**config.mk**
```make
export PLATFORM = sky130hd
export DESIGN_NAME = inst_sequencer
export DESIGN_NICKNAME = d
export VERILOG_FILES = /design/src/rtl/inst_sequencer.sv
export SDC_FILE = /design/constraint.sdc
export NUM_CORES = 1
export LEC_CHECK = 0
export ABC_AREA = 1
export CAP_MARGIN = 30
export CORE_UTILIZATION = 56
export CTS_BUF_LIST = sky130_fd_sc_hd__clkbuf_2 sky130_fd_sc_hd__clkbuf_4 sky130_fd_sc_hd__clkbuf_8
export CTS_CLUSTER_SIZE = 30
export DETAILED_ROUTE_END_ITERATION = 16
export GPL_TIMING_DRIVEN = 1
export PLACE_DENSITY = 0.74
export SETUP_SLACK_MARGIN = 0.5
export SLEW_MARGIN = 20
export SYNTH_ARGS = -nofsm -noshare
export SYNTH_HDL_FRONTEND = slang
export SYNTH_SLANG_ARGS = --single-unit
export TNS_END_PERCENT = 5
```
**constraint.sdc**
```tcl
create_clock -name clk -period 6.21 [get_ports clk]
set_input_delay 1.242 -clock clk [delete_from_list [all_inputs] [get_ports clk]]
set_output_delay 1.242 -clock clk [all_outputs]
set_load 0.02 [all_outputs]
```
**src/rtl/inst_sequencer.sv**
```systemverilog
// Program-buffer instruction sequencer: loads a small instruction buffer, then issues
// entries in order over a valid/ready handshake until a halt word or the last entry.
module inst_sequencer #(
  parameter int          DEPTH   = 8,
  parameter logic [5:0]  HALT_OP = 6'b111111,
  localparam int         AW      = (DEPTH > 1) ? $clog2(DEPTH) : 1
) (
  input  logic          clk,
  input  logic          rst,
  input  logic          load_en,
  input  logic [AW-1:0] load_addr,
  input  logic [31:0]   load_data,
  input  logic          start,
  input  logic          abort,
  input  logic          step_mode,
  input  logic          step,
  input  logic          inst_ready,
  output logic          inst_valid,
  output logic [31:0]   inst_out,
  output logic [AW-1:0] pc,
  output logic          busy,
  output logic          done,
  output logic [7:0]    issue_count
);

  // state    | meaning
  // IDLE     | waiting for start; buffer writable
  // FETCH    | reading mem[pc] into the issue register
  // ISSUE    | inst_valid high, waiting for inst_ready
  // STEPWAIT | single-step mode, waiting for a step pulse
  // DONE     | run finished (halt word or last entry issued); buffer writable
  typedef enum logic [2:0] {
    S_IDLE     = 3'd0,
    S_FETCH    = 3'd1,
    S_ISSUE    = 3'd2,
    S_STEPWAIT = 3'd3,
    S_DONE     = 3'd4
  } state_t;

  localparam logic [AW-1:0] LAST_PC = AW'(DEPTH - 1);

  state_t        state_q, state_d;
  logic [AW-1:0] pc_q, pc_d;
  logic [31:0]   inst_q, inst_d;
  logic [7:0]    cnt_q, cnt_d;
  logic [31:0]   mem_q [DEPTH];
  logic          mem_we;

  always_comb begin
    state_d = state_q;
    pc_d    = pc_q;
    inst_d  = inst_q;
    cnt_d   = cnt_q;
    mem_we  = 1'b0;
    if (abort) begin
      state_d = S_IDLE;
    end else begin
      case (state_q)
        S_IDLE, S_DONE: begin
          mem_we = load_en;
          if (start) begin
            pc_d    = '0;
            cnt_d   = '0;
            state_d = S_FETCH;
          end
        end
        S_FETCH: begin
          inst_d  = mem_q[pc_q];
          state_d = (mem_q[pc_q][31:26] == HALT_OP) ? S_DONE : S_ISSUE;
        end
        S_ISSUE: begin
          if (inst_ready) begin
            cnt_d = (cnt_q == 8'hFF) ? cnt_q : cnt_q + 8'd1;
            if (pc_q == LAST_PC) begin
              state_d = S_DONE;
            end else begin
              pc_d    = pc_q + AW'(1);
              state_d = step_mode ? S_STEPWAIT : S_FETCH;
            end
          end
        end
        S_STEPWAIT: begin
          if (step) state_d = S_FETCH;
        end
        default: state_d = S_IDLE;
      endcase
    end
  end

  // The buffer lives in flops so that reset can clear every entry.
  always_ff @(posedge clk) begin
    if (rst) begin
      state_q <= S_IDLE;
      pc_q    <= '0;
      inst_q  <= '0;
      cnt_q   <= '0;
      for (int i = 0; i < DEPTH; i++) mem_q[i] <= '0;
    end else begin
      state_q <= state_d;
      pc_q    <= pc_d;
      inst_q  <= inst_d;
      cnt_q   <= cnt_d;
      if (mem_we) mem_q[load_addr] <= load_data;
    end
  end

  assign inst_valid  = (state_q == S_ISSUE);
  assign inst_out    = inst_q;
  assign pc          = pc_q;
  assign busy        = (state_q == S_FETCH) || (state_q == S_ISSUE) || (state_q == S_STEPWAIT);
  assign done        = (state_q == S_DONE);
  assign issue_count = cnt_q;

endmodule

```
# Word-level counts from Yosys, hierarchy flattened
# Memory sizes are Yosys's and may differ from the RTL's. A register that Yosys moved wholly into a read port is not among the register bits.
# Index checks and enable logic that the tools add are counted.
word_totals:
  reg_bits: 46
  ram_bits: 256
  input_bits: 43
  out_inout_bits: 46
  elab_cells: 58
  n_memories: 1
op_classes:
  n_addsub: 2
  eq_ne: 12
  mux: 27
  n_bitwise: 1
  reduce_logical: 11
mem_list:
  columns: ["name", "depth", "word_bits", "read_ports", "rd_clocked_by_memory_dff", "wr", "line_no", "text"]
  rows:
  - ["mem_q", 8, 32, 1, 1, 8, "46", "logic [31:0] mem_q [DEPTH];"]
ops:
  columns: ["operator", "count"]
  rows:
  - ["two-way mux 3 bit", 11]
  - ["two-way mux 32 bit", 1]
  - ["OR reduction 32 bit", 1]
  - ["two-way mux 8 bit", 3]
  - ["case mux 8 bit (2 select lines)", 1]
  - ["case mux 3 bit (4 select lines)", 1]
  - ["inequality test 2 bit, second input constant", 5]
  - ["AND reduction 5 bit", 2]
  - ["adder 8 x 1 -> 8 bit, second input constant", 1]
  - ["equality test 8 bit, second input constant", 1]
  - ["two-way mux 1 bit", 8]
  - ["equality test 3 x 2 -> 1 bit, second input constant", 2]
  - ["equality test 3 bit, second input constant", 2]
  - ["equality test 6 bit, second input constant", 1]
  - ["case mux 3 bit (2 select lines)", 1]
  - ["OR reduction 2 bit", 2]
  - ["adder 3 x 1 -> 3 bit, second input constant", 1]
  - ["equality test 3 x 1 -> 1 bit, second input constant", 1]
  - ["zero test 3 bit", 1]
  - ["AND reduction 3 bit", 1]
  - ["logical OR 1 bit", 2]
  - ["two-way mux 2 bit", 1]
  - ["AND reduction 2 bit", 1]
  - ["nonzero test 2 bit", 1]
  - ["inverter 1 bit", 1]

# Depth between registers and ports, before layout
# Gate-level depths: netlist of run 1.
depth:
  word_depth: 9
  mapped_depth: 14
  depth_no_buf: 12

# Worst setup path after synthesis of run 1
# Ideal clock, no wire load.
synth_path:
  path_kind: "input port to flip-flop"
  startpoint: "in abort"
  endpoint: "mem mem_q[0][0] (enable)"
  setup_time_ps: 389
  arrival_time_ps: 2714
  t_required_ps: 5821
  path_slack_ps: 3107
  cell_stages: 6
  path_buffers: 1
  path_cell_list: "nor2_1 > nand3_1 > nor2_1 > nand2_1 > clkbuf_1 > nand2_1"
synth_rtl:
  columns: ["item", "line_no", "text"]
  rows:
  - ["start, declared", "14", "input logic abort,"]
  - ["end, declared", "46", null]

==> results of run 1 <==
[where the power goes]
part | switching, mW | internal, mW
Sequential | 0.0266 | 2.30
Combinational | 0.166 | 0.0744
Clock | 0.771 | 0.924
Total | 0.964 | 3.30
[cells in the final DEF, fill, tap and decap left out, drive strengths merged]
master / synthesis / routed
nor2: 386 / 386
edfxtp: 256 / 256
o21ai: 166 / 166
nand2: 122 / 122
inv: 100 / 99
clkdlybuf4s50: 0 / 88
clkbuf: 68 / 76
dfxtp: 49 / 49
a21oi: 41 / 41
nand3: 40 / 40
o22ai: 26 / 26
o221ai: 26 / 26
buf: 15 / 25
clkinv: 1 / 17
nor3: 7 / 7
ha: 3 / 3
a211oi: 2 / 2
xnor2: 2 / 2
nor4: 1 / 1
o211ai: 1 / 1
nand4: 1 / 1
o211a: 1 / 1
a31oi: 1 / 1
o31ai: 1 / 1
clkinvlp: 0 / 1
[final timing paths]
path | startpoint | to | slack [ns]
worst max register to register | register | inst_out[17] | 3.25
worst min-delay path | pc[0] | register | 0.50
worst max-delay path | rst | mem_q[3][9] | 2.61
worst min register to register | pc[0] | register | 0.50
[metal layers]
metal / global-route usage [%] / routed length (um) / vias to the layer above
met3: 4.011 / 2855 / 71
met1: 36.71 / 12990 / 4715
li1: - / - / 4638
met5: 0 / 0 / -
met4: 12.98 / 1330 / 0
met2: 48.09 / 16310 / 490
[critical path: cells and delay by family]
kind	cells	cell delay [ns]
simple gates	5	1.35
buf+inv	3	1.22
[state kept, by name, summed over array words and instances (netlist names), named ones only]
name,count
mem_q,256
pc,3
inst_out,32
issue_count,8
state_q,3
[metrics by stage]
stage | cells | util (%) | cell area (um^2) | hold WS (ns) | power, mW
finish | 1751 | 66.81 | 15260 | 0.5036 | 4.261
global route | 1751 | 66.81 | 15260 | 0.5312 | 4.395
CTS | 1751 | 66.81 | 15260 | 0.5089 | 4.270
detailed placement | 1659 | 62.55 | 14290 | 0.5050 | 2.606
global placement | 1659 | 62.55 | 14290 | 0.5042 | 2.600
floorplan | 1316 | - | 13180 | 0.5575 | 2.486
[cells by family (layout without fill, tap and decap cells)]
kind of cell,Yosys count,count (layout),synth area share [%]
and+or+nand+nor,557,557,16.87
DFF,305,305,65.75
AOI/OAI and AO/OA,265,265,11.31
buffers and inverters,184,306,5.647
adders and majority gates,3,3,0.2847
xor gates and xnor gates,2,2,0.1329
[layout make-up]
| type | instances | area, um^2 | share of cell area [%] |
|---|---|---|---|
| Clock buffer | 76 | 902.1 | 5.910 |
| Clock inverter | 16 | 71.32 | 0.4672 |
| Inverter | 101 | 385.4 | 2.525 |
| Multi-Input combinational cell | 827 | 3771 | 24.71 |
| Sequential cell | 305 | 8675 | 56.83 |
| Tap cell | 313 | 391.6 | 2.566 |
| Timing Repair Buffer | 113 | 1069 | 7.000 |
==> out/summary.txt, run 1 <==
crit path DAT: 3.83 ns
CP Cell Sequence: clkdlybuf4s50_1 > nor2_1 > nand3_1 > nor2_1 > nand2_1 > buf_4 > nand2_1 > buf_4
synth warn: 0
crit path time final: 3.596 ns
maximum buffer depth of the clock tree: 3
Post-synth top cells: nor2_1 (382), edfxtp_1 (256), o21ai_0 (147)
Setup WS pre-CTS: 2.070 ns
Pwr per Cell Area: 279.1 nW/um^2
FFs w/ async S/R, synth: 0%
number of I/O port buffers: 88
DR vias: 9914
setup violators final: 0
slowest library cell on the worst path: nand2_1
DRC viols: 0
Die ar.: 24160 um^2
# IOs: 89
initial antenna violation count: 0
Post-DRT Antenna Nets: 0
Worst slew margin: 41.56%
Hold Path Class: reg2reg
Max VDD drop: 0.1673 mV
Syn Inst Count: 1316
Worst Reg-to-Reg Cells: 7
first drt pass iteration count: 5
Mapped Area: 13180 um^2
Yosys top cell area share: 58.31%
nets: 1443
most numerous cell in the Yosys netlist: nor2_1
Yosys cell types: 35
Final Cycle Share: 57.91%
GRT Overall Usage: 28.49%
clock latency on the worst-skew pair: 0.56 ns
gp weighted congestion: 0.8931
DR WL/cell: 19.12 um
fmax: 0.2781 GHz
RSZ-0062 raised after global routing: false
# diodes: 0
Die H: 155.4 um
synth top area cells: edfxtp_1 (58%), nor2_1 (11%), dfxtp_1 (7.4%), o21ai_0 (5.6%), nand2_1 (3.4%)
grt total ovfl: 0
Starting Density: 57.71%
H-tree Lvls: 2
wirelength, routed: 33.49 mm
vias in the first global route: 9597
share of cells above drive strength 1: 9.040%
Top FF cell, synth: edfxtp_1
TritonCTS buffer count: 49
Clock transition at path regs: 0.06 ns
EDFF count, synth: 256
Via-to-Cell Ratio: 5.662
status: completed
number of synthesized register bits: 305
largest net degree at the start of global routing: 84
hpwl dp: 20.97 mm
fill count: 1805
CP endpoint kind: register
postcts setup bufs: 0
final worst-path setup slack: 2.614 ns
cts hold-fix bufs: 0
Core ar.: 22850 um^2
number of gates resized after CTS: 0
sequential element share of the synthesized area: 65.75%
clk_skew: 0.01785 ns
CTS tree: yes
CP Launch Type: input port
Max Cap Violations: 0
area grow syn2layout: 15.78%
first-pass GRT wire length: 52.17 mm
Worst path max stage delay: 0.57 ns
Starting DRT DRC Count: 1102
root buffer cell: clkbuf_8
Max FO, Critical Path: 33
cell taking the most area after synthesis: edfxtp_1
row count: 55
total negative slack: 0 ns
clock sinks: 305
syn_area_per_cell: 10.02 um^2
Synth Net Count: 1362
Crit Path Category: in2reg
Die Wd: 155.4 um
Final Hold Viols: 0
Tightest Pin Transition: 0.8766 ns
Slew Viols, Final: 0
number of cells on the worst hold path: 1
Leak: 6.024 nW
Worst EP required: 6.44 ns
No activity file was read; power rests on OpenSTA's default activity.
==> inputs of run 2 (changes only) <==
--- a/config.mk
+++ b/config.mk
@@ -7,12 +7,12 @@
 export LEC_CHECK = 0
 export ABC_AREA = 1
 export CAP_MARGIN = 30
-export CORE_UTILIZATION = 56
+export CORE_UTILIZATION = 55
 export CTS_BUF_LIST = sky130_fd_sc_hd__clkbuf_2 sky130_fd_sc_hd__clkbuf_4 sky130_fd_sc_hd__clkbuf_8
 export CTS_CLUSTER_SIZE = 30
 export DETAILED_ROUTE_END_ITERATION = 16
 export GPL_TIMING_DRIVEN = 1
-export PLACE_DENSITY = 0.74
+export PLACE_DENSITY = 0.76
 export SETUP_SLACK_MARGIN = 0.5
 export SLEW_MARGIN = 20
 export SYNTH_ARGS = -nofsm -noshare
==> constraint.sdc (replaced) <==
create_clock -name clk -period 2.9 [get_ports clk]
set_input_delay 0.58 -clock clk [delete_from_list [all_inputs] [get_ports clk]]
set_output_delay 0.58 -clock clk [all_outputs]
set_load 0.02 [all_outputs]
==> run 2 against run 1 <==
Count of clock-buffer cells in the layout grew 4. Global-route usage fell by 1.1 points. Routed wire length down 2.7%. Largest cell class unchanged. Critical endpoint is now busy. Flip-flop and latch count did not move. Hold slack got worse by 0.011 ns. Via count is 0.80% higher. Sequential power grew 110%. First-iteration DRC count is 2.2% higher. Combinational power grew 120%. Cell area rose by 1.2%.
==> out/summary.txt, run 2 (same netlist as run 1, synthesis figures left out) <==
Post-DRT Antenna Nets: 0 (unchanged)
Worst slew margin: 36.30% (was 41.56%)
Via-to-Cell Ratio: 5.668 (was 5.662)
grt peak-use layer: met2 (unchanged)
Hold Path Class: reg2reg (unchanged)
GRT Overall Usage: 27.41% (was 28.49%)
Die Wd: 156.8 um (was 155.4 um)
first drt pass iteration count: 5 (unchanged)
Core ar.: 23470 um^2 (was 22850 um^2)
Clock transition at path regs: 0.06 ns (about the same)
first-pass GRT wire length: 51.12 mm (was 52.17 mm)
met1 GRT Util: 34.38% (was 36.71%)
leading cell types in the layout, fill and taps excluded: nor2_1 (382), edfxtp_1 (256), o21ai_0 (147) (unchanged)
max reg flops: 256 (unchanged)
CP Launch Type: register (was input port)
total negative slack: 0 ns (unchanged)
Max VDD drop: 0.3296 mV (was 0.1673 mV)
Final Cycle Share: 82.78%
share of cells above drive strength 1: 9.834% (was 9.040%)
# diodes: 0 (unchanged)
gp weighted congestion: 0.8157 (was 0.8931)
initial antenna violation count: 0 (unchanged)
Final Hold Viols: 0 (unchanged)
fmax: 0.4165 GHz
Cell Count Post-Placement: 1677 (was 1659)
Starting DRT DRC Count: 1126 (was 1102)
clock latency on the worst-skew pair: 0.55 ns (was 0.56 ns)
Pwr per Cell Area: 591.7 nW/um^2 (was 279.1 nW/um^2)
register with the most flip-flops: mem_q (unchanged)
crit path time final: 2.401 ns
H-tree Lvls: 2 (unchanged)
crit path DAT: 1.82 ns (was 3.83 ns)
CP endpoint kind: output pin (was register)
vias in the first global route: 9796 (was 9597)
number of I/O port buffers: 88 (unchanged)
CTS tree: yes (unchanged)
nets: 1453 (was 1443)
Die ar.: 24590 um^2 (was 24160 um^2)
TritonCTS buffer count: 47 (was 49)
DR vias: 9993 (was 9914)
Leak: 6.139 nW (was 6.024 nW)
grt total ovfl: 0 (unchanged)
final worst-path setup slack: 0.4993 ns (was 2.614 ns)
Tightest Pin Transition: 0.9555 ns (was 0.8766 ns)
Die H: 156.8 um (was 155.4 um)
Starting Density: 56.17% (was 57.71%)
DRC viols: 0 (unchanged)
fin util: 65.82% (was 66.81%)
Crit Path Category: reg2out (was in2reg)
status: completed (unchanged)
Setup WS pre-CTS: 0.2393 ns (was 2.070 ns)
wirelength, routed: 32.60 mm (was 33.49 mm)
maximum buffer depth of the clock tree: 3 (unchanged)
GR Layer Usage met3: 5.289% (was 4.011%)
RSZ-0062 raised after global routing: true (was false)
clk_skew: 0.01930 ns (was 0.01785 ns)
row count: 56 (was 55)
DR WL/cell: 18.49 um (was 19.12 um)
final non-filler cell total: 1763 (was 1751)
Max FO, Critical Path: 5 (was 33)
routing usage on met2: 47.60% (was 48.09%)
root buffer cell: clkbuf_8 (unchanged)
setup violators final: 0 (unchanged)
commonest non-fill, non-tap cell in the layout: nor2_1 (unchanged)
# IOs: 89 (unchanged)
largest net degree at the start of global routing: 94 (was 84)
Slew Viols, Final: 0 (unchanged)
cts hold-fix bufs: 0 (unchanged)
area grow syn2layout: 17.18% (was 15.78%)
Worst EP required: 2.32 ns (was 6.44 ns)
fill count: 1788 (was 1805)
clock sinks: 305 (unchanged)
Max Cap Violations: 0 (unchanged)
hpwl dp: 19.25 mm (was 20.97 mm)
==> run 2: worst max-delay path, stage by stage, from the launching register on <==
cell,delay (ns)
dfxtp_1,0.48
nor2_4,0.09
nor2_1,0.10
clkdlybuf4s50_1,0.61
==> run 2: stage by stage <==
step                cell area, um^2  power, mW  hold WS [ns]
floorplan                     13190      5.324        0.5575
global placement              14450      5.568        0.4835
detailed placement            14450      5.585        0.4913
CTS                           15440      9.173        0.4972
global route                  15450      9.421        0.5441
finish                        15450      9.141        0.4925
==> run 2: where the power goes <==
group,switching (mW),internal [mW]
clock network,1.57,2.08
registers,0.0539,4.92
logic,0.348,0.174
==> run 2: final timing paths <==
kind | startpoint | depth (start not counted) | slack [ns] | endpoint
max | state_q[1] | 3 | 0.50 | busy
min | pc[2] | 2 | 0.49 | register
max reg2reg | register | 11 | 0.70 | state_q[1]
min reg2reg | pc[2] | 2 | 0.49 | register
==> run 2: layer usage <==
metal  up-vias  share of wire, %
met1      4764                38
met4         0               2.1
met5         -                 0
met3        60               9.3
met2       510                50
li1       4659                 -
==> run 2: layout make-up <==
type                    instances  area, um^2  area share (%)
multi-input cells             827        3779           24.46
repair buffers                125        1222           7.913
flip-flops and latches        305        8675           56.15
clock inverters                 6       25.02          0.1620
well taps                     319       399.1           2.584
clock buffers                  80       963.4           6.236
inverters                     101       385.4           2.495
==> run 2: what timing repair did <==
action | 4_1_cts | 5_1_grt
pin swaps | 0 | 0
gates resized for setup | 1 | 2
buffers inserted | 0 | 0
setup endpoints to repair | 3 | 4
==> inputs of run 3 (changes only) <==
==> constraint.sdc (replaced) <==
create_clock -name clk -period 1.95 [get_ports clk]
set_input_delay 0.39 -clock clk [delete_from_list [all_inputs] [get_ports clk]]
set_output_delay 0.39 -clock clk [all_outputs]
set_load 0.02 [all_outputs]
==> run 3 against run 2 <==
Combinational power increased by 84%. Non-clock buffer count grew 46. Power increased by 58%. Critical path depth is 4 higher. Sequential power increased by 49%. Clock power is 66% higher. Clock skew rose by 0.0098 ns. Critical path type is now reg2reg. Highest routed layer unchanged.
==> out/summary.txt, run 3 (same netlist as run 1, synthesis figures left out) <==
nets: 1507 (was 1453)
first drt pass iteration count: 7 (was 5)
Die ar.: 24590 um^2 (unchanged)
final worst-path setup slack: 0.1732 ns (was 0.4993 ns)
Starting Density: 56.17% (unchanged)
# IOs: 89 (unchanged)
area of the multi-input gates: 4144 um^2 (was 3779 um^2)
RSZ-0062 raised after global routing: true (unchanged)
clk_skew: 0.02907 ns (was 0.01930 ns)
hpwl dp: 19.41 mm (was 19.25 mm)
DR WL/cell: 21.32 um (was 18.49 um)
Pwr per Cell Area: 858.6 nW/um^2 (was 591.7 nW/um^2)
root buffer cell: clkbuf_8 (unchanged)
first-pass GRT wire length: 51.40 mm (was 51.12 mm)
Max Cap Violations: 0 (unchanged)
Worst EP required: 2.20 ns (was 2.32 ns)
Max VDD drop: 0.5239 mV (was 0.3296 mV)
max reg flops: 256 (unchanged)
CP endpoint kind: register (was output pin)
grt total ovfl: 0 (unchanged)
WP buf/inv: 2 (was 1)
clock sinks: 305 (unchanged)
CP Cell Sequence: nor2_4 > buf_4 > nand3_4 > nor2_4 > buf_4 > nand2_4 > nand2_4 (was nor2_4 > nor2_1 > clkdlybuf4s50_1)
fmax: 0.5628 GHz
Clock transition at path regs: 0.06 ns (about the same)
number of I/O port buffers: 88 (unchanged)
H-tree Lvls: 2 (unchanged)
Post-DRT Antenna Nets: 0 (unchanged)
Final Hold Viols: 0 (unchanged)
Leak: 6.879 nW (was 6.139 nW)
leading cell types in the layout, fill and taps excluded: nor2_1 (378), edfxtp_1 (256), o21ai_0 (141) (was nor2_1 (382), edfxtp_1 (256), o21ai_0 (147))
Slew Viols, Final: 0 (unchanged)
maximum buffer depth of the clock tree: 3 (unchanged)
setup violators final: 0 (unchanged)
Max FO, Critical Path: 8 (was 5)
cts hold-fix bufs: 0 (unchanged)
Core ar.: 23470 um^2 (unchanged)
Setup WS pre-CTS: -0.1904 ns (was 0.2393 ns)
Worst slew margin: 68.49% (was 36.30%)
commonest non-fill, non-tap cell in the layout: nor2_1 (unchanged)
Die Wd: 156.8 um (unchanged)
vias in the first global route: 9918 (was 9796)
CTS tree: yes (unchanged)
initial antenna violation count: 1 (was 0)
Tightest Pin Transition: 0.4678 ns (was 0.9555 ns)
crit path time final: 1.777 ns
largest net degree at the start of global routing: 80 (was 94)
gp weighted congestion: 0.8140 (was 0.8157)
register with the most flip-flops: mem_q (unchanged)
fill count: 1609 (was 1788)
clock latency on the worst-skew pair: 0.57 ns (was 0.55 ns)
row count: 56 (unchanged)
DR vias: 10.76k (was 9993)
TritonCTS buffer count: 48 (was 47)
FF/Latch Area: 8708 um^2 (was 8675 um^2)
share of cells above drive strength 1: 18.25% (was 9.834%)
CP delay by family, top: simple AND/OR/NAND/NOR gates (was buffers and inverters)
Hold Path Class: in2reg (was reg2reg)
Via-to-Cell Ratio: 5.908 (was 5.668)
CP Launch Type: register (unchanged)
GRT Overall Usage: 27.78% (was 27.41%)
status: completed (unchanged)
wirelength, routed: 38.82 mm (was 32.60 mm)
DRC viols: 0 (unchanged)
total negative slack: 0 ns (unchanged)
Crit Path Category: reg2reg (was reg2out)
area grow syn2layout: 27.20% (was 17.18%)
Final Cycle Share: 91.12%
Starting DRT DRC Count: 1312 (was 1126)
Die H: 156.8 um (unchanged)
slowest library cell on the worst path: dfxtp_4 (was clkdlybuf4s50_1)
crit path DAT: 2.02 ns (was 1.82 ns)
Worst path max stage delay: 0.36 ns (was 0.61 ns)
[run 3: changes by cell type in the layout (fill, tap and decap cells not counted), moves of 7 or more]
cell and delta:
buf_12 +18, buf_4 +18, buf_6 +22, clkbuf_16 +10
clkdlybuf4s50_1 -44, dfxtp_1 -19, dfxtp_2 +15, dlygate4sd2_1 +16
nand2_1 -15, nand2_4 +7, nand2_8 +13
[run 3: worst paths after layout]
| check | from | end | slack, ns | depth (start not counted) |
|---|---|---|---|---|
| max reg2reg | state_q[1] | mem_q[1][11] | 0.17 | 7 |
| min | step_mode | state_q[1] | 0.49 | 5 |
| min reg2reg | issue_count[2] | issue_count[2] | 0.49 | 2 |
| max | state_q[1] | mem_q[1][11] | 0.17 | 7 |
[run 3: layout make-up]
cell class / instances / area share (%)
timing repair buffer: 171 / 12.14
clock buffer: 73 / 5.394
tap: 319 / 2.380
sequential: 305 / 51.93
inverter: 101 / 2.335
clock inverter: 17 / 1.097
antenna: 1 / 0.01492
multi-input combinational: 834 / 24.71
[run 3: worst reg2reg max path, stage by stage (launching register included)]
cell	delay, ns
dfxtp_4	0.36
nor2_4	0.15
buf_4	0.15
nand3_4	0.10
nor2_4	0.17
buf_4	0.15
nand2_4	0.13
nand2_4	0.24
[run 3: what timing repair did]
action                                  4_1_cts  5_1_grt
endpoints found under the hold margin         0        0
cloned                                        0       19
gates resized for setup                     197       52
pin swaps                                     3       10
setup buffers                                13        4
endpoints found under the setup margin      599      603
[run 3: per-layer routing]
| metal | vias to the layer above | track usage [%] | wire [um] |
|---|---|---|---|
| met3 | 124 | 4.514 | 4206 |
| met1 | 5135 | 35.07 | 14270 |
| met5 | - | 0 | 0 |
| met2 | 696 | 47.13 | 18770 |
| met4 | 0 | 12.46 | 1566 |
| li1 | 4804 | - | - |
[run 3: per-stage QoR]
stage	total power, mW	hold slack (ns)	cells	instance area (um^2)	util (%)
3_5_place_dp	8.381	0.4859	1694	15000	63.89
6_report	14.40	0.4917	1821	16770	71.44
5_1_grt	14.75	0.4989	1821	16770	71.44
2_1_floorplan	7.943	0.4517	1316	13460	-
3_3_place_gp	8.353	0.4763	1694	15000	63.89
4_1_cts	14.28	0.4685	1797	16180	68.92
[run 3: power breakdown]
group | total (mW) | switching, mW | internal [mW] | leakage, nW
Clock | 6.04 | 2.54 | 3.50 | 0.572
Sequential | 7.39 | 0.0830 | 7.31 | 3.00
Combinational | 0.960 | 0.614 | 0.346 | 3.30
Total | 14.4 | 3.24 | 11.2 | 6.88
